**src/rtl/decimal_to_binary.sv**
```systemverilog
// Packed-BCD to binary converter.
// One digit is folded into a 32-bit accumulator per clock, most-significant
// digit first, using acc*10 = (acc<<3) + (acc<<1). A request whose BCD word
// holds a nibble above 9 skips conversion and reports err instead.
//
// Handshake: a request is taken on a rising edge where start && ready.
// ready = (state == IDLE) && !run_stop, so run_stop only refuses new work and
// never aborts a conversion already running. done is a one-cycle pulse with
// no backpressure; binout and err hold until the next completion/acceptance.
module decimal_to_binary #(
  parameter int NDIG = 6  // number of BCD digits, 1..8
) (
  input  logic              clk,
  input  logic              rst_n,
  input  logic [4*NDIG-1:0] decimalin,
  input  logic              start,
  input  logic              run_stop,
  output logic              ready,
  output logic [31:0]       binout,
  output logic              done,
  output logic              err
);

  typedef enum logic [1:0] {
    IDLE  = 2'd0,
    CONV  = 2'd1,
    FAULT = 2'd2
  } state_t;

  // Counter value on the edge that consumes the final digit.
  localparam logic [3:0] LAST_CNT = 4'(NDIG - 1);

  state_t            state;
  state_t            state_next;
  logic [4*NDIG-1:0] shreg;
  logic [31:0]       acc;
  logic [31:0]       acc_next;
  logic [3:0]        cnt;
  logic [3:0]        cur_digit;
  logic              accept;
  logic              bad_digit;
  logic              last_digit;

  assign ready      = (state == IDLE) && !run_stop;
  assign accept     = start && ready;
  assign cur_digit  = shreg[4*NDIG-1 -: 4];
  assign last_digit = (cnt == LAST_CNT);
  assign acc_next   = (acc << 3) + (acc << 1) + {28'd0, cur_digit};

  // Flag any nibble of the incoming word that is not a decimal digit.
  always_comb begin
    bad_digit = 1'b0;
    for (int i = 0; i < NDIG; i++) begin
      if (decimalin[4*i +: 4] > 4'd9) bad_digit = 1'b1;
    end
  end

  // State register.
  always_ff @(posedge clk or negedge rst_n) begin
    if (!rst_n) state <= IDLE;
    else        state <= state_next;
  end

  // Next-state logic: IDLE -> CONV/FAULT on acceptance, back to IDLE when done.
  always_comb begin
    state_next = state;
    case (state)
      IDLE:    if (accept) state_next = bad_digit ? FAULT : CONV;
      CONV:    if (last_digit) state_next = IDLE;
      FAULT:   state_next = IDLE;
      default: state_next = IDLE;
    endcase
  end

  // Datapath: latch on acceptance, accumulate one digit per edge, report result.
  always_ff @(posedge clk or negedge rst_n) begin
    if (!rst_n) begin
      shreg  <= '0;
      acc    <= '0;
      cnt    <= '0;
      binout <= '0;
      done   <= 1'b0;
      err    <= 1'b0;
    end else begin
      done <= 1'b0;
      case (state)
        IDLE: begin
          if (accept) begin
            shreg <= decimalin;
            acc   <= '0;
            cnt   <= '0;
            err   <= 1'b0;
          end
        end
        CONV: begin
          acc   <= acc_next;
          shreg <= shreg << 4;
          cnt   <= cnt + 4'd1;
          if (last_digit) begin
            binout <= acc_next;
            done   <= 1'b1;
          end
        end
        FAULT: begin
          // binout deliberately untouched: the previous good result stays.
          err  <= 1'b1;
          done <= 1'b1;
        end
        default: ;
      endcase
    end
  end

endmodule

```
**config.mk**
```make
export PLATFORM = sky130hd
export DESIGN_NAME = decimal_to_binary
export DESIGN_NICKNAME = d
export VERILOG_FILES = /design/src/rtl/decimal_to_binary.sv
export SDC_FILE = /design/constraint.sdc
export NUM_CORES = 1
export LEC_CHECK = 0
export CAP_MARGIN = 20
export CORE_ASPECT_RATIO = 0.75
export CORE_UTILIZATION = 58
export DETAILED_ROUTE_END_ITERATION = 10
export GPL_ROUTABILITY_DRIVEN = 1
export PLACE_DENSITY = 0.84
export SLEW_MARGIN = 20
export SYNTH_ARGS = -nofsm -noshare
export SYNTH_HDL_FRONTEND = slang
export SYNTH_SLANG_ARGS = --single-unit
```
**constraint.sdc**
```tcl
create_clock -name clk -period 3.4 [get_ports clk]
set_input_delay 0.68 -clock clk [delete_from_list [all_inputs] [get_ports clk]]
set_output_delay 0.68 -clock clk [all_outputs]
set_load 0.01 [all_outputs]
```
# Word level (Yosys, flattened, before mapping)
# Cells that the tools add are included.
# W data, S select, Z words.
[word_totals]
reg_bits = 95
output_inout_bits = 35
memories = 0
mem_bits_ro = 0
ram_bits = 0
word_cells = 51
latch_bits = 0
[classes]
n_reduce_logical = 10
div = 0
n_eq_ne = 5
bitwise_logic = 0
n_addsub = 3
multipliers = 0
n_mux = 20
order_cmp = 6
n_shift = 0
[op_table]
columns = ["operator", "n"]
rows = [
  ["$pmux W31 S2", 1],
  ["$pmux W24 S2", 1],
  ["$add A32 B32 Y32", 1],
  ["$add A32 B4 Y32", 1],
  ["$mux W31", 1],
  ["$gt A4 B4 Y1 const B", 6],
  ["$mux W24", 1],
  ["$mux W1", 8],
  ["$pmux W4 S2", 1],
  ["$reduce_and A2 Y1", 4],
  ["$mux W2", 3],
  ["$add A4 B1 Y4 const B", 1],
  ["$eq A4 B3 Y1 const B", 1],
  ["$mux W4", 1],
  ["$ne A2 B2 Y1 const B", 2],
  ["$pmux W1 S2", 2],
  ["$pmux W2 S2", 1],
  ["$reduce_bool A2 Y1", 2],
  ["$eq A2 B1 Y1 const B", 1],
  ["$eq A2 B2 Y1 const B", 1],
  ["$logic_and A1 B1 Y1", 2],
  ["$logic_not A2 Y1", 1],
  ["$logic_not A1 Y1", 1],
]

# Depth between registers and ports, before layout
# Gate-level depths: netlist (run 1).
[depth]
ltp_word = 10
ltp_mapped = 11
mapped_depth_nobuf = 11

# Worst setup path after synthesis (run 1)
# OpenSTA, ideal clock, no wires.
[synth_timing]
path_kind = "register to register"
from = "register shreg[23]"
to = "register binout[29]"
stages_incl_launch_ff = 12
t_required_ns = 3.269
path_slack_ns = 0.739
setup_time_ns = 0.131
t_arrival_ns = 2.529
n_path_buf = 0
cell_sequence = "dfrtp_1 inv_1 fa_1 inv_1 ha_1 a211oi_1 o21a_4 nor4_4 o2111a_1 a211oi_2 xor2_1 o21ai_1"
[synth_between]
elab_chain_cells = 1
[synth_rtl]
columns = ["element", "line", "rtl"]
rows = [
  ["start: declaration", "35", "logic [4*NDIG-1:0] shreg;"],
  ["start signal: assignment", "89", "shreg <= decimalin;"],
  ["start signal: assignment", "97", "shreg <= shreg << 4;"],
  ["$add A32 B4 Y32", "48", "assign acc_next = (acc << 3) + (acc << 1) + {28'd0, cur_digit};"],
  ["end signal: assignment", "100", "binout <= acc_next;"],
  ["end: declaration", "19", "output logic [31:0] binout,"],
]
# No other way between the ends.
# A chain may end at the register's enable or synchronous reset.

# Final worst setup path (run 1)
[layout_timing]
from = "register acc[0]"
to = "register acc[22]"
[layout_between]
elab_chain_cells = 3
[layout_rtl]
columns = ["element", "line", "rtl"]
rows = [
  ["start: declaration", "36", "logic [31:0] acc;"],
  ["start signal: assignment", "96", "acc <= acc_next;"],
  ["$add A32 B32 Y32", "48", ""],
  ["$add A32 B4 Y32", "48", ""],
  ["$pmux W31 S2", "86", "case (state)"],
]
# No other way between the ends.

==> results of run 1 <==
==> per-stage QoR <==
step,setup slack (ns),instance area (µm²),instances,power (W)
floorplan,0.739,5960,647,0.00175
global placement,0.537,6740,823,0.00194
detailed placement,0.329,6740,823,0.00199
CTS,0.207,7090,839,0.00317
global route,0.0364,7090,839,0.00331
finish,0.176,7090,839,0.00317
==> layout make-up <==
| type | count | share of cell area [%] |
|---|---|---|
| Multi-Input combinational cell | 504 | 48.0 |
| Sequential cell | 95 | 33.5 |
| Timing Repair Buffer | 75 | 10.3 |
| Clock buffer | 11 | 3.56 |
| Tap cell | 132 | 2.33 |
| Clock inverter | 5 | 1.46 |
| Inverter | 17 | 0.900 |
==> registers in the layout (all words and copies together) (netlist names) <==
signal  cells
state       2
done        1
shreg      24
cnt         4
acc        31
err         1
binout     32
==> worst max-delay path, cell delays in order, from the launching register on <==
cell	delay (ns)
dfrtp_1	0.40
inv_1	0.09
fa_1	0.47
fa_1	0.48
nand2b_1	0.21
a21oi_1	0.24
o21ai_1	0.16
o21ai_2	0.30
a31oi_2	0.29
o21a_1	0.28
o211ai_1	0.21
==> cell families after synthesis <==
kind of cell / after synthesis
AO/OA/AOI/OAI: 212
XOR/XNOR: 25
adder cells (fa/ha/maj): 65
buffers and inverters: 48
flip-flops: 95
multiplexers: 1
AND/OR/NAND/NOR: 201
==> metal layers <==
metal / wire length [µm] / GRT usage [%]
met1: 6970 / 42.2
met2: 7110 / 48.6
met3: 768 / 5.65
met4: 372 / 9.07
met5: 0 / 0
==> synthesized netlist by cell type (2+ instances only) <==
cell type / count
a211o_1: 2
a211oi_1: 19
a21o_1: 7
a21oi_1: 26
a21oi_2: 2
a22o_1: 8
a31oi_1: 3
and2_1: 19
and3_1: 3
buf_2: 3
clkbuf_1: 27
dfrtp_1: 95
fa_1: 2
ha_1: 63
inv_1: 17
nand2_1: 98
nand2b_1: 7
nand3_1: 9
nand4_1: 4
nor2_1: 41
nor2b_1: 3
nor3_1: 2
o2111ai_1: 10
o211ai_1: 12
o211ai_2: 2
o21a_1: 9
o21ai_0: 55
o21ai_1: 20
o21ai_2: 4
o22ai_1: 19
or2_2: 6
or3_1: 3
xnor2_1: 13
xor2_1: 12
==> power by group through the flow <==
stage / Combinational [W] / Clock [W] / Sequential, W
CTS: 0.000642 / 0.00120 / 0.00133
detailed placement: 0.000634 / 0 / 0.00135
finish: 0.000649 / 0.00119 / 0.00134
global route: 0.000714 / 0.00125 / 0.00135
global placement: 0.000597 / 0 / 0.00134
floorplan: 0.000421 / 0 / 0.00133
==> worst min-delay path by stage <==
stage	startpoint	end	slack, ns	depth (start not counted)
6_report	rst_n	shreg[7]$_DFFE_PN0P_	0.33	1
3_3_place_gp	binout[2]$_DFFE_PN0P_	binout[2]$_DFFE_PN0P_	0.46	2
4_1_cts	rst_n	shreg[7]$_DFFE_PN0P_	0.35	1
5_1_grt	rst_n	shreg[7]$_DFFE_PN0P_	0.37	1
2_1_floorplan	rst_n	acc[0]$_DFFE_PN0P_	0.38	0
3_5_place_dp	binout[1]$_DFFE_PN0P_	binout[1]$_DFFE_PN0P_	0.47	2
==> layout by cell type, fill, tap and decap left out, drive strengths merged, types with 2 or more instances in the layout <==
master and n:
a211o 2, a211oi 20, a21boi 2, a21o 7, a21oi 28, a22o 8
a31oi 4, and2 20, and3 4, buf 14, bufinv 3, clkbuf 11
clkdlybuf4s50 61, clkinv 2, dfrtp 95, fa 2, ha 63, inv 17
nand2 98, nand2b 7, nand3 9, nand4 4, nor2 41, nor2b 4
nor3 2, nor4 2, o2111ai 10, o211ai 14, o21a 10, o21ai 79
o21bai 2, o22ai 19, or2 6, or3 3, xnor2 13, xor2 12
==> metrics, run 1 <==
sequential share of power 42.1%; Die Area 0.0107 mm²; # port buffers 62; Clock Sink Count 95; Synth top area share 39.9%; H-Tree Depth 3; antenna viol nets, final 0; routability congestion estimate 0.918; Max-slew headroom 42.7%; worst reg-to-reg setup slack 0.18 ns; first-pass GRT wire length 26100 µm; post-DP HPWL 11200 µm; Setup TNS Final 0 ns; worst path arrival time 3.47 ns; Compound-Gate Fraction of Synth Area 23.7%; GR Overflow Total 0; Period minus WS final 3.22 ns; peak supply drop 0.327 mV; mux share of post-synthesis cell area 0.168%; FF-to-FF End acc[22]$_DFFE_PN0P_; FP Rows 31; Die Y 89.8 µm; cell count of the worst reg-to-reg path 10; initial core utilization 60.7%; Worst-Margin Slew 0.858 ns; Setup Fix Bufs, Post-CTS 0; DRC viols 0; worst-path maximum fanout 9; syn_nets 740; Switching Share 27.6%; Critical Path Start acc[0]$_DFFE_PN0P_; Worst EP required 3.65 ns; Pre-antenna DRT Iters 5; pwr dens 447 mW/mm²; largest family of logic cells by synthesized area compound AO/OA/AOI/OAI gates; Final Hold Fails 0; period utilization 94.8%; routed wire length 15200 µm; mapped cell area 0.00596 mm²; Max Cap Violations 0; multi-input logic area 0.00340 mm²; Cell variety after synth 56; RSZ-0062 raised after global routing no; Clock Skews 0.00511 ns; total core area 0.00981 mm²; overall routing resource usage 30.5%; crit end category register; largest net degree at the start of global routing 52; top cells by area, synth dfrtp_1 40%, ha_1 13%, nand2_1 6.2%; CTS clock-pin slew for the worst setup and hold paths 0.06 ns; # IOs 63; CTS tree yes; Pleak 3.26 nW; DRC marker count from the first detailed-route iteration 545; Hold Crit Class in -> async; Die W 119 µm; vias in the first global route 5243; Post-synth ARST share 100%; Synth Instances 647; Final #Nets 795; Worst Setup EP acc[22]$_DFFE_PN0P_; Syn. warnings 0; register area 0.00238 mm²; Via Count 5187; status completed; post-synth top area cell dfrtp_1; r2r startpoint acc[0]$_DFFE_PN0P_; Pint 0.00230 W; Clock Latency Late Sink 0.35 ns; clock tree buffer depth 2; fmax 0.310 GHz; WL/cell 18.1 µm; Setup Crit Path Kind reg -> reg; Post-Synth Adder-Cell Area 13.9%; register bit total from synthesis 95; Seq/Total Area, Yosys 39.9%; fin util 72.3%; Gate power share 20.4%; Top FF cell, synth dfrtp_1; Critical Path Start Type register; EDFF count, synth 0; TritonCTS buffer count 9; Post-Synth XOR/XNOR Area 3.68%; CTS Root Cell clkbuf_16; ant diodes 0; Clk network pwr share 37.5%; share of cells above drive strength 1 7.92%; Fillers 705; final count of pins violating max slew 0; final setup fails 0; Mean Syn Cell Area 9.21 µm²; Post-CTS Hold Buffers 0; Area growth syn-to-layout 19.1%; Min Hold Slack 0.332 ns; initial antenna violation count 0; Post-Synth Simple-Gate Area 15.5%; cts repair resizes 0; via/cell ratio 6.18; Switch Pwr 0.000877 W
Power figures use the tool's default switching activity.
==> inputs of run 2 (changes only) <==
- CORE_UTILIZATION: 58 -> 60
- DONT_BUFFER_PORTS: default -> 1
- GPL_ROUTABILITY_DRIVEN: 1 -> 0
- PLACE_DENSITY: 0.84 -> 0.79
==> run 2 against run 1 <==
Compared with the run above:
- setup slack improved by 0.20 ns
- cell count decreased by 8.0%
- critical path type unchanged
- clock power decreased by 16%
- wire length decreased by 8.9%
- register-to-register slack improved by 0.20 ns
- sequential cell count unchanged
==> metrics, run 2 (same netlist as run 1, synthesis figures left out) <==
Clock Sink Count 95; Worst EP required 3.66 ns; final count of pins violating max slew 0; share of cells above drive strength 1 7.81%; WL/cell 18.0 µm; Clock Skews 0.00738 ns; routed wire length 13900 µm; Final Hold Fails 0; CTS clock-pin slew for the worst setup and hold paths 0.06 ns; Max-slew headroom 51.8%; Final #Nets 730; RSZ-0062 raised after global routing no; overall routing resource usage 29.8%; status completed; Max Cap Violations 0; first-pass GRT wire length 23400 µm; vias in the first global route 4821; CTS Root Cell clkbuf_16; clock tree buffer depth 2; Die Area 0.0103 mm²; Critical Path Start Type register; DRC viols 0; Pleak 2.98 nW; Hold Crit Class in -> async; Die Y 88.3 µm; # port buffers 0; DRC marker count from the first detailed-route iteration 370; ant diodes 0; pwr dens 453 mW/mm²; GR Overflow Total 0; Setup Fix Bufs, Post-CTS 0; Largest register FFs 32; fmax 0.331 GHz; Clock Latency Late Sink 0.35 ns; Worst-Margin Slew 0.720 ns; Period minus WS final 3.03 ns; Placed Cells 758; crit end category register; Area growth syn-to-layout 6.93%; largest reg by FF count binout; Via Count 4870; Setup Crit Path Kind reg -> reg; total core area 0.00966 mm²; worst path arrival time 3.29 ns; final setup fails 0; commonest non-fill, non-tap cell in the layout nand2_1; Setup TNS Final 0 ns; CTS tree yes; FP Rows 31; # IOs 63; worst-path maximum fanout 9; antenna viol nets, final 0; most frequent cells in the layout 97 x nand2_1, 95 x dfrtp_1, 63 x ha_1; H-Tree Depth 3; initial antenna violation count 0; Layout Cells excl Fill 772; via/cell ratio 6.31; TritonCTS buffer count 9; Fillers 780; Post-CTS Hold Buffers 0; register area 0.00238 mm²; multi-input logic area 0.00340 mm²; post-DP HPWL 10200 µm; largest net degree at the start of global routing 96; initial core utilization 61.7%; Top Registers binout: 32 flops, acc: 31 flops, shreg: 24 flops; Pre-antenna DRT Iters 5; Die W 117 µm; cts repair resizes 0; peak supply drop 0.419 mV; period utilization 89.0%
==> run 2: changes by cell type in the layout (fill, tap and decap cells not counted), sizes merged <==
cell and delta:
clkinvlp +1, buf -4, bufinv -2, clkdlybuf4s50 -61, clkbuf -1
==> run 2: power by group <==
| part | switching (W) | internal, W |
|---|---|---|
| registers | 0.0000988 | 0.00124 |
| clock network | 0.000420 | 0.000579 |
| logic | 0.000308 | 0.000236 |
| total | 0.000827 | 0.00206 |
==> run 2: through the flow <==
stage	area [µm²]	hold slack [ns]	total power (W)	utilization [%]	setup slack (ns)
finish	6370	0.0228	0.00289	65.9	0.375
detailed placement	6080	0.386	0.00190	63.0	0.376
CTS	6370	0.0137	0.00289	65.9	0.384
floorplan	5960	0.384	0.00175	-	0.739
global placement	6080	0.387	0.00186	63.0	0.558
global route	6370	0.00401	0.00303	65.9	0.232
==> run 2: final cells by class <==
| cell class | count | area share [%] |
|---|---|---|
| Multi-Input combinational cell | 504 | 53.4 |
| Sequential cell | 95 | 37.3 |
| Clock buffer | 10 | 3.75 |
| Tap cell | 132 | 2.59 |
| Timing Repair Buffer | 10 | 1.18 |
| Inverter | 17 | 1.00 |
| Clock inverter | 4 | 0.747 |
==> run 2: final timing paths <==
| path | from | endpoint | slack (ns) | cells past startpoint |
|---|---|---|---|---|
| min | rst_n | acc[17]$_DFFE_PN0P_ | 0.02 | 0 |
| max | shreg[23]$_DFFE_PN0P_ | binout[22]$_DFFE_PN0P_ | 0.37 | 10 |
| min reg2reg | shreg[3]$_DFFE_PN0P_ | shreg[3]$_DFFE_PN0P_ | 0.52 | 1 |
| max in group asynchronous | rst_n | acc[29]$_DFFE_PN0P_ | 3.18 | 0 |
| max reg2reg | shreg[23]$_DFFE_PN0P_ | binout[22]$_DFFE_PN0P_ | 0.37 | 10 |
| min in group clk | decimalin[3] | shreg[3]$_DFFE_PN0P_ | 0.46 | 1 |
==> run 2: per-layer routing <==
layer / routed length (µm) / up-vias / global-route usage, %
met3: 880 / 21 / 8.29
li1: - / 2305 / -
met4: 200 / 0 / 8.06
met2: 6370 / 144 / 47.0
met5: 0 / - / 0
met1: 6420 / 2400 / 40.6
==> run 2: critical path: stages (launching register included) <==
cell and delay [ns]:
dfrtp_1 0.37, inv_1 0.07, fa_1 0.53, fa_1 0.47, nand2b_1 0.19, a21oi_1 0.20, o21ai_1 0.14, o21ai_2 0.28
a31oi_2 0.25, o21a_1 0.26, o211ai_1 0.18
==> inputs of run 3 (changes only) <==
- CTS_CLUSTER_DIAMETER: default -> 60
- SLEW_MARGIN: 20 -> 0
==> results of run 3 <==
Same layout as run 2: the final DEF is identical, and so are final timing and power.
